--- src/rtl/timer_pkg.sv ---
// Shared types and constants for the lap timer bank: command codes, channel states,
// count width and the length of a day in centiseconds.
package timer_pkg;

    localparam int CS_W   = 24;
    localparam int DAY_CS = 8640000;

    typedef enum logic [2:0] {
        OP_LOAD  = 3'd0,
        OP_START = 3'd1,
        OP_STOP  = 3'd2,
        OP_LAP   = 3'd3,
        OP_CLEAR = 3'd4
    } cmdOp_t;

    typedef enum logic [1:0] {
        ST_IDLE  = 2'd0,
        ST_RUN   = 2'd1,
        ST_PAUSE = 2'd2,
        ST_DONE  = 2'd3
    } chState_t;

    function automatic logic [CS_W-1:0] clampCs(input logic [CS_W-1:0] value);
        return (value > CS_W'(DAY_CS - 1)) ? CS_W'(DAY_CS - 1) : value;
    endfunction

endpackage

--- src/rtl/lap_fifo.sv ---
// First-word-fall-through FIFO holding captured lap records; headData is valid
// whenever empty is low. Pointers carry one extra wrap bit to tell full from empty.
module lap_fifo #(
    parameter int WIDTH = 26,
    parameter int DEPTH = 8,
    localparam int AW = $clog2(DEPTH)
) (
    input  logic             clockSignal,
    input  logic             startOrStop,
    input  logic             push,
    input  logic [WIDTH-1:0] pushData,
    input  logic             pop,
    output logic [WIDTH-1:0] headData,
    output logic             full,
    output logic             empty,
    output logic [AW:0]      count
);

    logic [WIDTH-1:0] mem [DEPTH];
    logic [AW:0]      wrPtr;
    logic [AW:0]      rdPtr;
    logic             pushOk;
    logic             popOk;

    assign count  = wrPtr - rdPtr;
    assign full   = (count == (AW+1)'(DEPTH));
    assign empty  = (count == '0);
    assign popOk  = pop && !empty;
    // A pop frees the slot this same edge, so a full FIFO can still take a push.
    assign pushOk = push && (!full || popOk);

    always_ff @(posedge clockSignal or posedge startOrStop) begin
        if (startOrStop) begin
            wrPtr <= '0;
            rdPtr <= '0;
        end else begin
            if (pushOk) wrPtr <= wrPtr + (AW+1)'(1);
            if (popOk)  rdPtr <= rdPtr + (AW+1)'(1);
        end
    end

    always_ff @(posedge clockSignal) begin
        if (pushOk) mem[wrPtr[AW-1:0]] <= pushData;
    end

    assign headData = mem[rdPtr[AW-1:0]];

endmodule

--- src/rtl/lap_timer_bank.sv ---
// Bank of centisecond stopwatch/countdown channels sharing one tick prescaler,
// with a lap-capture FIFO and a registered h:m:s.cs display of one channel.
//
// state    | meaning
// ---------+----------------------------------------------------------
// ST_IDLE  | loaded or cleared, count frozen, waiting for START
// ST_RUN   | count moves one step per tick (up wraps, down stops at 0)
// ST_PAUSE | stopped by STOP, count frozen, START resumes
// ST_DONE  | countdown reached zero, expired set, only LOAD/CLEAR leave
module lap_timer_bank
    import timer_pkg::*;
#(
    parameter int CHANNELS  = 4,
    parameter int LAP_DEPTH = 8,
    parameter int TICK_DIV  = 1,
    localparam int CH_W = (CHANNELS > 1) ? $clog2(CHANNELS) : 1
) (
    input  logic                clockSignal,
    input  logic                startOrStop,
    input  logic                cmd_valid,
    input  logic [2:0]          cmd_op,
    input  logic [CH_W-1:0]     cmd_ch,
    input  logic [CS_W-1:0]     load_cs,
    input  logic                load_down,
    input  logic [CH_W-1:0]     disp_ch,
    output logic [4:0]          disp_hours,
    output logic [5:0]          disp_min,
    output logic [5:0]          disp_sec,
    output logic [6:0]          disp_cs,
    output logic [CHANNELS-1:0] expired,
    output logic                lap_valid,
    output logic [CH_W-1:0]     lap_ch,
    output logic [CS_W-1:0]     lap_cs,
    input  logic                lap_ready,
    output logic                lap_overflow
);

    localparam int PRE_W = (TICK_DIV > 1) ? $clog2(TICK_DIV) : 1;
    localparam int LAP_W = CH_W + CS_W;
    localparam int LAP_AW = $clog2(LAP_DEPTH);

    logic [PRE_W-1:0] preCnt;
    logic             tick;
    logic [CS_W-1:0]  count [CHANNELS];
    logic             dir [CHANNELS];
    chState_t         chState [CHANNELS];
    logic             cmdLive;
    cmdOp_t           op;
    logic             lapPush;
    logic             lapPop;
    logic [LAP_W-1:0] lapHead;
    logic             lapFull;
    logic             lapEmpty;
    logic [LAP_AW:0]  lapCount;
    logic [CS_W-1:0]  dispSel;

    assign tick = (preCnt == PRE_W'(TICK_DIV - 1));

    always_ff @(posedge clockSignal or posedge startOrStop) begin
        if (startOrStop)  preCnt <= '0;
        else if (tick)    preCnt <= '0;
        else              preCnt <= preCnt + PRE_W'(1);
    end

    assign op      = cmdOp_t'(cmd_op);
    assign cmdLive = cmd_valid && (int'(cmd_ch) < CHANNELS) && (cmd_op <= 3'd4);

    // A command on a channel takes that channel's edge; its tick is simply lost.
    always_ff @(posedge clockSignal or posedge startOrStop) begin
        if (startOrStop) begin
            for (int i = 0; i < CHANNELS; i++) begin
                count[i]   <= '0;
                dir[i]     <= 1'b0;
                chState[i] <= ST_IDLE;
            end
            expired <= '0;
        end else begin
            for (int i = 0; i < CHANNELS; i++) begin
                if (cmdLive && int'(cmd_ch) == i) begin
                    case (op)
                        OP_LOAD: begin
                            count[i]   <= clampCs(load_cs);
                            dir[i]     <= load_down;
                            chState[i] <= ST_IDLE;
                            expired[i] <= 1'b0;
                        end
                        OP_START: if (chState[i] == ST_IDLE || chState[i] == ST_PAUSE) chState[i] <= ST_RUN;
                        OP_STOP:  if (chState[i] == ST_RUN) chState[i] <= ST_PAUSE;
                        OP_CLEAR: begin
                            count[i]   <= '0;
                            dir[i]     <= 1'b0;
                            chState[i] <= ST_IDLE;
                            expired[i] <= 1'b0;
                        end
                        default: ;
                    endcase
                end else if (chState[i] == ST_RUN) begin
                    if (dir[i] && count[i] == '0) begin
                        chState[i] <= ST_DONE;
                        expired[i] <= 1'b1;
                    end else if (tick) begin
                        if (dir[i]) begin
                            count[i] <= count[i] - CS_W'(1);
                            if (count[i] == CS_W'(1)) begin
                                chState[i] <= ST_DONE;
                                expired[i] <= 1'b1;
                            end
                        end else begin
                            count[i] <= (count[i] == CS_W'(DAY_CS - 1)) ? '0 : count[i] + CS_W'(1);
                        end
                    end
                end
            end
        end
    end

    assign lapPush = cmdLive && (op == OP_LAP) &&
                     (chState[cmd_ch] == ST_RUN || chState[cmd_ch] == ST_PAUSE);
    assign lapPop  = lap_ready && !lapEmpty;

    lap_fifo #(
        .WIDTH (LAP_W),
        .DEPTH (LAP_DEPTH)
    ) uLapFifo (
        .clockSignal (clockSignal),
        .startOrStop (startOrStop),
        .push        (lapPush),
        .pushData    ({cmd_ch, count[cmd_ch]}),
        .pop         (lapPop),
        .headData    (lapHead),
        .full        (lapFull),
        .empty       (lapEmpty),
        .count       (lapCount)
    );

    assign lap_valid        = (lapCount != '0);
    assign {lap_ch, lap_cs} = lapEmpty ? LAP_W'(0) : lapHead;

    always_ff @(posedge clockSignal or posedge startOrStop) begin
        if (startOrStop)                        lap_overflow <= 1'b0;
        else if (lapPush && lapFull && !lapPop) lap_overflow <= 1'b1;
    end

    always_comb begin
        dispSel = '0;
        if (int'(disp_ch) < CHANNELS) dispSel = count[disp_ch];
    end

    // Constant divisors on the single selected channel; one register stage of latency.
    always_ff @(posedge clockSignal or posedge startOrStop) begin
        if (startOrStop) begin
            disp_hours <= '0;
            disp_min   <= '0;
            disp_sec   <= '0;
            disp_cs    <= '0;
        end else begin
            disp_hours <= 5'(dispSel / CS_W'(360000));
            disp_min   <= 6'((dispSel / CS_W'(6000)) % CS_W'(60));
            disp_sec   <= 6'((dispSel / CS_W'(100)) % CS_W'(60));
            disp_cs    <= 7'(dispSel % CS_W'(100));
        end
    end

endmodule

--- config.mk ---
export PLATFORM = sky130hd
export DESIGN_NAME = lap_timer_bank
export DESIGN_NICKNAME = d
export VERILOG_FILES = /design/src/rtl/timer_pkg.sv /design/src/rtl/lap_fifo.sv /design/src/rtl/lap_timer_bank.sv
export SDC_FILE = /design/constraint.sdc
export NUM_CORES = 1
export LEC_CHECK = 0
export BUFFER_PORTS_ARGS = -buffer_cell sky130_fd_sc_hd__buf_2
export CAP_MARGIN = 20
export CORE_MARGIN = 1.5
export CORE_UTILIZATION = 25
export DETAILED_ROUTE_END_ITERATION = 12
export PLACE_DENSITY = 0.43
export SLEW_MARGIN = 5
export SYNTH_ARGS = -nofsm -noshare
export SYNTH_HDL_FRONTEND = slang
export SYNTH_SLANG_ARGS = --single-unit
--- constraint.sdc ---
create_clock -name clockSignal -period 21.5 [get_ports clockSignal]
set_input_delay 2.15 -clock clockSignal [delete_from_list [all_inputs] [get_ports clockSignal]]
set_output_delay 2.15 -clock clockSignal [all_outputs]
set_load 0.03 [all_outputs]
# Word-level counts from Yosys, hierarchy flattened
# Memories as Yosys holds them, arrays and structs flattened.
# Cells that the tools add are included.
totals:
  mem_count: 1
  output_inout_bits: 56
  latch_bits: 0
  in_bits: 36
  mem_bits_rw: 208
  regBits: 146
  romBits: 0
op_classes:
  mul: 0
  addsub: 12
  bitwise: 2
  muxes: 101
  n_shift: 0
  order_cmp: 4
  div_mod_pow: 6
  eq_ne: 58
  n_reduce_logical: 67
mem_list:
  columns: ["memory", "depth", "width", "rd", "rd_clocked_by_memory_dff", "write_ports", "line", "text"]
  rows:
  - ["uLapFifo.mem", 8, 26, 1, 0, 1, "lap_fifo.sv:19", "logic [WIDTH-1:0] mem [DEPTH];"]
ops:
  columns: ["op", "n"]
  rows:
  - ["two-way mux 24 bit", 29]
  - ["adder 24 x 1 -> 24 bit, second input constant", 4]
  - ["binary-select mux 24 bit (select 2 bit)", 2]
  - ["equality test 24 x 1 -> 1 bit, second input constant", 4]
  - ["equality test 24 bit, second input constant", 4]
  - ["logical NOT 24 bit", 4]
  - ["subtractor 24 x 1 -> 24 bit, second input constant", 4]
  - ["two-way mux 2 bit", 34]
  - ["remainder unit 24 x 6 -> 24 bit, second input constant", 2]
  - ["one-hot mux 24 bit (2 select lines)", 1]
  - ["two-way mux 1 bit", 28]
  - ["AND reduction 7 bit", 4]
  - ["two-way mux 26 bit", 1]
  - ["divider 24 x 13 -> 24 bit, second input constant", 1]
  - ["divider 24 x 19 -> 24 bit, second input constant", 1]
  - ["divider 24 x 7 -> 24 bit, second input constant", 1]
  - ["> comparator 24 bit, second input constant", 1]
  - ["remainder unit 24 x 7 -> 24 bit, second input constant", 1]
  - ["inequality test 2 bit, second input constant", 12]
  - ["inequality test 3 x 1 -> 1 bit, second input constant", 8]
  - ["one-hot mux 2 bit (3 select lines)", 4]
  - ["nonzero test 3 bit", 8]
  - ["AND reduction 5 bit", 4]
  - ["logical AND 1 bit", 16]
  - ["other kinds (27)", 72]

# Depth between registers and ports, before layout
# Gate-level depths: netlist of the first run.
logic_depth:
  ltp_word: 10
  depth_mapped: 58

# By module
# A second synthesis of the first run with hierarchy kept.
hier_totals:
  hier_cells: 3488
  area_unflattened_um2: 30027.5
modules_own_cells:
  columns: ["mod", "instances", "seq_area_each_um2", "area_each_um2", "cells_per_inst"]
  rows:
  - ["lap_timer_bank", 1, 3428.3, 21668.3, 3071]
  - ["lap_fifo", 1, 6446.2, 8359.3, 417]

# Worst setup path before layout of the first run
# OpenSTA, ideal clock, no wires.
synth_timing:
  kind: "input to register"
  from: "input port disp_ch[0]"
  to: "register disp_min[3]"
  n_path_buf: 6
  required_time_ps: 21375
  setup_time_ps: 125
  stages: 49
  t_arrival_ps: 13843
  setup_slack_ps: 7532
  path_cell_list: "buf_2 mux4_2 buf_2 buf_1 a311oi_1 o21a_2 a211o_1 a21oi_4 a221o_1 a311oi_4 a41oi_2 or2_1 buf_4 nand4_1 nand3_1 o2111a_1 nor4_2 and2_1 [... 13 more ...] o22ai_4 maj3_4 a211oi_4 nor4b_2 a211oi_2 buf_2 buf_4 xnor2_1 nand4_1 o22ai_2 nor3b_1 a311oi_1 nor3_2 a311o_2 nand2_4 mux2_4 a21o_1 mux2_4"
synth_via:
  elab_chain_len: 6
synth_rtl:
  columns: ["element", "line", "text"]
  rows:
  - ["start, declared", "lap_timer_bank.sv:25", "input logic [CH_W-1:0] disp_ch,"]
  - ["NOT 2 -> 3 bit (implied by the code)", "lap_timer_bank.sv:146", "if (int'(disp_ch) < CHANNELS) dispSel = count[disp_ch];"]
  - ["binary-select mux 24 bit (select 2 bit)", "lap_timer_bank.sv:146", null]
  - ["two-way mux 24 bit (implied by the code) (2 in series)", "lap_timer_bank.sv:146", null]
  - ["divider 24 x 13 -> 24 bit", "lap_timer_bank.sv:158", "disp_min <= 6'((dispSel / CS_W'(6000)) % CS_W'(60));"]
  - ["remainder unit 24 x 6 -> 24 bit", "lap_timer_bank.sv:158", null]
  - ["end signal, assigned", "lap_timer_bank.sv:158", null]
  - ["end, declared", "lap_timer_bank.sv:27", "output logic [5:0] disp_min,"]
# No other way between the ends. The select of a mux whose other input is x is not followed.
# A chain may end at the register's enable or synchronous reset.

# Worst setup path after layout of the first run
# Ends and elaborated chain as after synthesis.

==> qor.yml, run 1 <==
status: "complete, no violations"
post-route-period-util_pct: 79.5
ys_top_cells_by_area: "edfxtp_1 21%, dfrtp_1 12%, mux4_2 7.2%"
dieArea_um2: 120000
fillerInstances: 12400
grt_start_max_net_pins: 58
drt_iter0_drc: 2169
h-tree-depth: 2
cap_violations: 0
grt.total_usage_pct: 17.8
cts_buffers: 45
async_flop_share_pct: 41.1
drcViolationCount: 0
tightest_slew_ns: 1.10
rsz0062_at_grt: "false"
relSlewSlack_pct: 26.3
clk_pin_slew_ns: 0.06
cts_root_buf: "clkbuf_16"
yosysTopAreaCellShare_pct: 21.2
synth.distinct_cells: 141
grt_antenna_before_repair: 6
finalNetCount: 3427
grt_overflow_total: 0
cts_max_path_buffers: 3
cpMostUsedCell: "a311oi_1"
hp-class: "reg -> reg"
vias: 27200
critPathMaxStageDelay_ns: 0.82
cts_hold_buf: 0
hold_viol_final: 0
yosysWarningCount: 0
synth_fp_nets: 3459
drt_wl_total_mm: 109
synth-edff-count: 208
fin_crit_ns: 17.09
vias_per_cell: 5.52
cp.required_ns: 22.01
core-area_um2: 117000
cts_tree: "yes"
drive_above_1_share_pct: 14.2
hpwl_mm: 77.4
die_y_um: 346
synth_most_common_cell: "nand2_1"
fin_setup_tns_ns: 0
syn_avg_cell_area_um2: 8.67
cts_resized: 0
cts_setup_buffers: 0
ys.flop_type: "edfxtp_1"
fmax_mhz: 58.5
crit_fanout: 33
route.met2.wl_mm: 49.5
clk_latency_ns: 0.62
cts.sinks: 353
gp_congestion: 0.888
grt_pass1_vias: 25700
dr_wl_met3_mm: 5.49
yosysSeqAreaShare_pct: 33.5
synth_common_cells: "399 x nand2_1, 343 x nor2_1, 245 x a21oi_1"
ant_nets: 0
worstSetupStartpointType: "primary input"
synth-seq-cells: 353
highest_layer: "met5"
dr.pass1.iters: 5
syn_inst: 3400
endpoint_kind: "flip-flop"
synth.cell_area_um2: 29500
placementRows: 125
yosysTopAreaCell: "edfxtp_1"
slowest_stage: "xor2_1"
crit_type: "in -> reg"
wl_met1_mm: 51.4
die_w_um: 346
grt_pass1_wl_mm: 166
slew_viol_final: 0
areaGrowthSynthToFinish_pct: 11.8
start_util_pct: 25.3
io_pins: 92
clock_skew_ns: 0.0397
wire_per_inst_um: 22.1
portBuffers: 91
setup_violations: 0
cp_data_arrival_time_ns: 17.60
## flip-flops by register name (all words and copies together), names as in the netlist
name	cells
chState	8
count	96
dir	4
disp_cs	7
disp_hours	5
disp_min	6
disp_sec	6
expired	4
lap_overflow	1
uLapFifo.mem	208
uLapFifo.rdPtr	4
uLapFifo.wrPtr	4
## cells in the final DEF, fill, tap and decap left out, types with 93 or more instances in the layout
cell type  count
a21oi_1      244
dfrtp_1      143
edfxtp_1     208
mux4_2        94
nand2_1      399
nand3_1      110
nor2_1       340
nor3_1       104
o21ai_0      232
xnor2_1       93
## final timing paths
| check | slack (ns) | end | from | cells after the start |
|---|---|---|---|---|
| max | 4.41 | disp_min[3] | disp_ch[0] | 46 |
| min | 0.48 | uLapFifo.wrPtr[3] | uLapFifo.wrPtr[3] | 1 |
| max reg2reg | 5.96 | disp_min[3] | count[20] | 45 |
| min reg2reg | 0.48 | uLapFifo.wrPtr[3] | uLapFifo.wrPtr[3] | 1 |
| max in group asynchronous | 18.65 | uLapFifo.rdPtr[0] | startOrStop | 3 |
| min in group asynchronous | 1.54 | disp_sec[3] | startOrStop | 2 |
## worst max-delay path: cells and delay by family
kind,cells,cell delay (ns)
and+or+nand+nor,13,3.53
AOI/OAI and AO/OA,22,6.56
buffers and inverters,2,0.92
xor gates and xnor gates,3,1.58
muxes,5,2.46
adders and majority gates,1,0.32
## final cells by class
class                           count  area (µm²)  area share [%]
Sequential cell                   353        9880            30.0
Inverter                           81         312           0.945
Clock buffer                       55        1170            3.56
Tap cell                         1524        1910            5.79
Antenna cell                        2        5.00          0.0152
Multi-Input combinational cell   2728       18400            55.8
Timing Repair Buffer              159         986            2.99
Clock inverter                     29         315           0.957
## per-layer routing
layer / GRT usage (%) / vias to the layer above
li1: - / 12800
met1: 25.2 / 13500
met2: 28.4 / 760
met3: 2.20 / 150
met4: 4.72 / 2
met5: 0 / -
## stage by stage
stage | hold slack [ns] | cell area [µm²] | cells | setup WS (ns) | util [%]
floorplan | 0.458 | 29500 | 3400 | 7.53 | -
global placement | 0.453 | 31400 | 4844 | 4.11 | 27.0
detailed placement | 0.476 | 31500 | 4845 | 3.93 | 27.0
CTS | 0.489 | 33000 | 4929 | 4.55 | 28.3
global route | 0.515 | 33000 | 4930 | 3.18 | 28.3
finish | 0.481 | 33000 | 4931 | 4.41 | 28.3
## cell families (layout without fill, tap and decap cells)
kind of cell / Yosys count / after routing / synth area share (%)
AOI/OAI and AO/OA: 1077 / 1077 / 24.9
xor gates and xnor gates: 139 / 139 / 4.37
adders and majority gates: 51 / 51 / 1.96
buffers and inverters: 319 / 324 / 4.45
DFF: 353 / 353 / 33.5
muxes: 175 / 175 / 10.1
other: 0 / 2 / 0
and+or+nand+nor: 1286 / 1286 / 20.7
Power of run 1 is left out: the tool's default activity adds up to more than one toggle a clock period on the data nets, which glitch-free logic cannot reach.
==> inputs of run 2 (changes only) <==
- PLACE_DENSITY: 0.43 -> 0.44
- clock period: 21.5 -> 15.1 ns (I/O delays scaled with it)
==> qor.yml, run 2 (synthesized netlist as in run 1, its figures left out) <==
status: "complete, no violations"
core-area_um2: 117000  # unchanged
grt_antenna_before_repair: 5  # -1
ant_nets: 0  # unchanged
post-route-period-util_pct: 94.9
clk_pin_slew_ns: 0.06  # about the same
hp-class: "reg -> reg"
io_pins: 92  # unchanged
dr.pass1.iters: 6  # +1
clk_latency_ns: 0.64  # +0.02 ns
wl_met1_mm: 51.0  # -0.75%
cp.required_ns: 15.61  # -6.40 ns
dieArea_um2: 120000  # unchanged
setup_violations: 0  # unchanged
drcViolationCount: 0  # unchanged
cts_max_path_buffers: 3  # unchanged
portBuffers: 91  # unchanged
slew_viol_final: 0  # unchanged
fillerInstances: 12300  # -0.89%
post_dp_cell_area_um2: 31900  # +1.4%
hpwl_mm: 76.8  # -0.75%
cts.sinks: 353  # unchanged
final_util_pct: 28.9  # +0.59 points
die_y_um: 346  # unchanged
fmax_mhz: 69.8
worstSetupStartpointType: "primary input"
critPathMaxStageDelay_ns: 0.64  # -0.18 ns
seqCellArea_um2: 9880  # unchanged
multiInputGateArea_um2: 18500  # +0.82%
endpoint_kind: "flip-flop"
cp_data_arrival_time_ns: 14.84  # -2.76 ns
crit_type: "in -> reg"
mostFrequentLayoutCells: "399 x nand2_1, 338 x nor2_1, 243 x a21oi_1, 232 x o21ai_0, 208 x edfxtp_1"
crit_start: "disp_ch[1]"
reg2regPathDepth: 45  # unchanged
drive_above_1_share_pct: 16.3  # +2.1 points
crit_fanout: 10  # -70%
cts_hold_buf: 0  # unchanged
gp_congestion: 0.899  # +1.1%
dr_wl_met3_mm: 5.83  # +6.2%
grt_overflow_total: 0  # unchanged
wire_per_inst_um: 21.8  # -1.4%
cap_violations: 0  # unchanged
h-tree-depth: 2  # unchanged
vias: 27500  # +1.1%
cts_root_buf: "clkbuf_16"
grt_start_max_net_pins: 64  # +10%
finalNetCount: 3495  # +2.0%
die_w_um: 346  # unchanged
clock_skew_ns: 0.0526  # +0.0129 ns
relSlewSlack_pct: 34.9  # +8.6 points
grt_pass1_vias: 25700  # +0.066%
grt.total_usage_pct: 17.7  # -0.091 points
slowest_stage: "mux4_2"
cts_buffers: 46  # +2.2%
final_common_cell: "nand2_1"
drt_wl_total_mm: 109  # about the same
largest_reg_flops: 208  # unchanged
fin_crit_ns: 14.34
grt_pass1_wl_mm: 165  # -0.62%
areaGrowthSynthToFinish_pct: 14.1
vias_per_cell: 5.50  # -0.25%
drt_iter0_drc: 2510  # +16%
cts_tree: "yes"
final_area_um2: 33600  # +2.1%
placementRows: 125  # unchanged
worstHoldPathCells: 1  # unchanged
hold_viol_final: 0  # unchanged
rr_endpoint: "disp_min[3]"
fin_setup_tns_ns: 0  # unchanged
tightest_slew_ns: 0.973  # -0.130 ns
r2r-start: "count[19]"
crit_end: "disp_min[3]"
start_util_pct: 25.3  # unchanged
rrSetupSlack_ns: 1.39  # -4.57 ns
highest_layer: "met4"
route.met2.wl_mm: 49.0  # -0.96%
[run 2: cell types whose count changed in the layout (fill, tap and decap cells not counted), moves of 3 or more]
cell,previous run,this run
clkbuf_8,1,4
mux2i_2,0,3
mux2i_1,52,49
buf_4,67,132
clkinv_4,5,2
[run 2: worst min-delay path by stage]
stage	end	from	slack [ns]
after floorplan	chState[5]	chState[5]	0.46
after global placement	lap_overflow	lap_overflow	0.45
after detailed placement	lap_overflow	lap_overflow	0.45
after CTS	lap_overflow	lap_overflow	0.46
after global routing	lap_overflow	lap_overflow	0.51
final	lap_overflow	lap_overflow	0.47
[run 2: what timing repair did]
| action | in CTS | in global routing |
|---|---|---|
| setup buffers | 0 | 6 |
| gates resized for setup | 0 | 23 |
| setup endpoints to repair | 0 | 6 |
[run 2: cell type report]
class	count	share of cell area, %
multi-input combinational	2729	55.1
sequential	353	29.4
tap	1524	5.67
timing repair buffer	225	4.44
clock buffer	59	3.68
inverter	81	0.926
clock inverter	27	0.844
antenna	1	0.00744
[run 2: critical path: cells and delay by family]
| family | cells | cell delay (ns) |
|---|---|---|
| compound gates | 24 | 7.04 |
| xor+xnor | 2 | 0.77 |
| fa+ha+maj | 1 | 0.37 |
| buf+inv | 2 | 0.39 |
| mux | 3 | 1.24 |
| simple gates | 14 | 3.50 |
[run 2: through the flow]
step,hold slack [ns],worst slack (ns),std cells
after floorplan,0.458,1.77,3400
after global placement,0.447,0.0130,4903
after detailed placement,0.453,-0.0937,4904
after CTS,0.464,0.544,4990
after global routing,0.508,-0.0138,4998
final,0.470,0.764,4999
[run 2: routing by layer]
layer / up-vias / GRT usage [%]
li1: 12900 / -
met1: 13600 / 25.0
met2: 836 / 27.8
met3: 154 / 2.18
met4: 0 / 5.55
met5: - / 0
Power of run 2 is left out for the same reason.
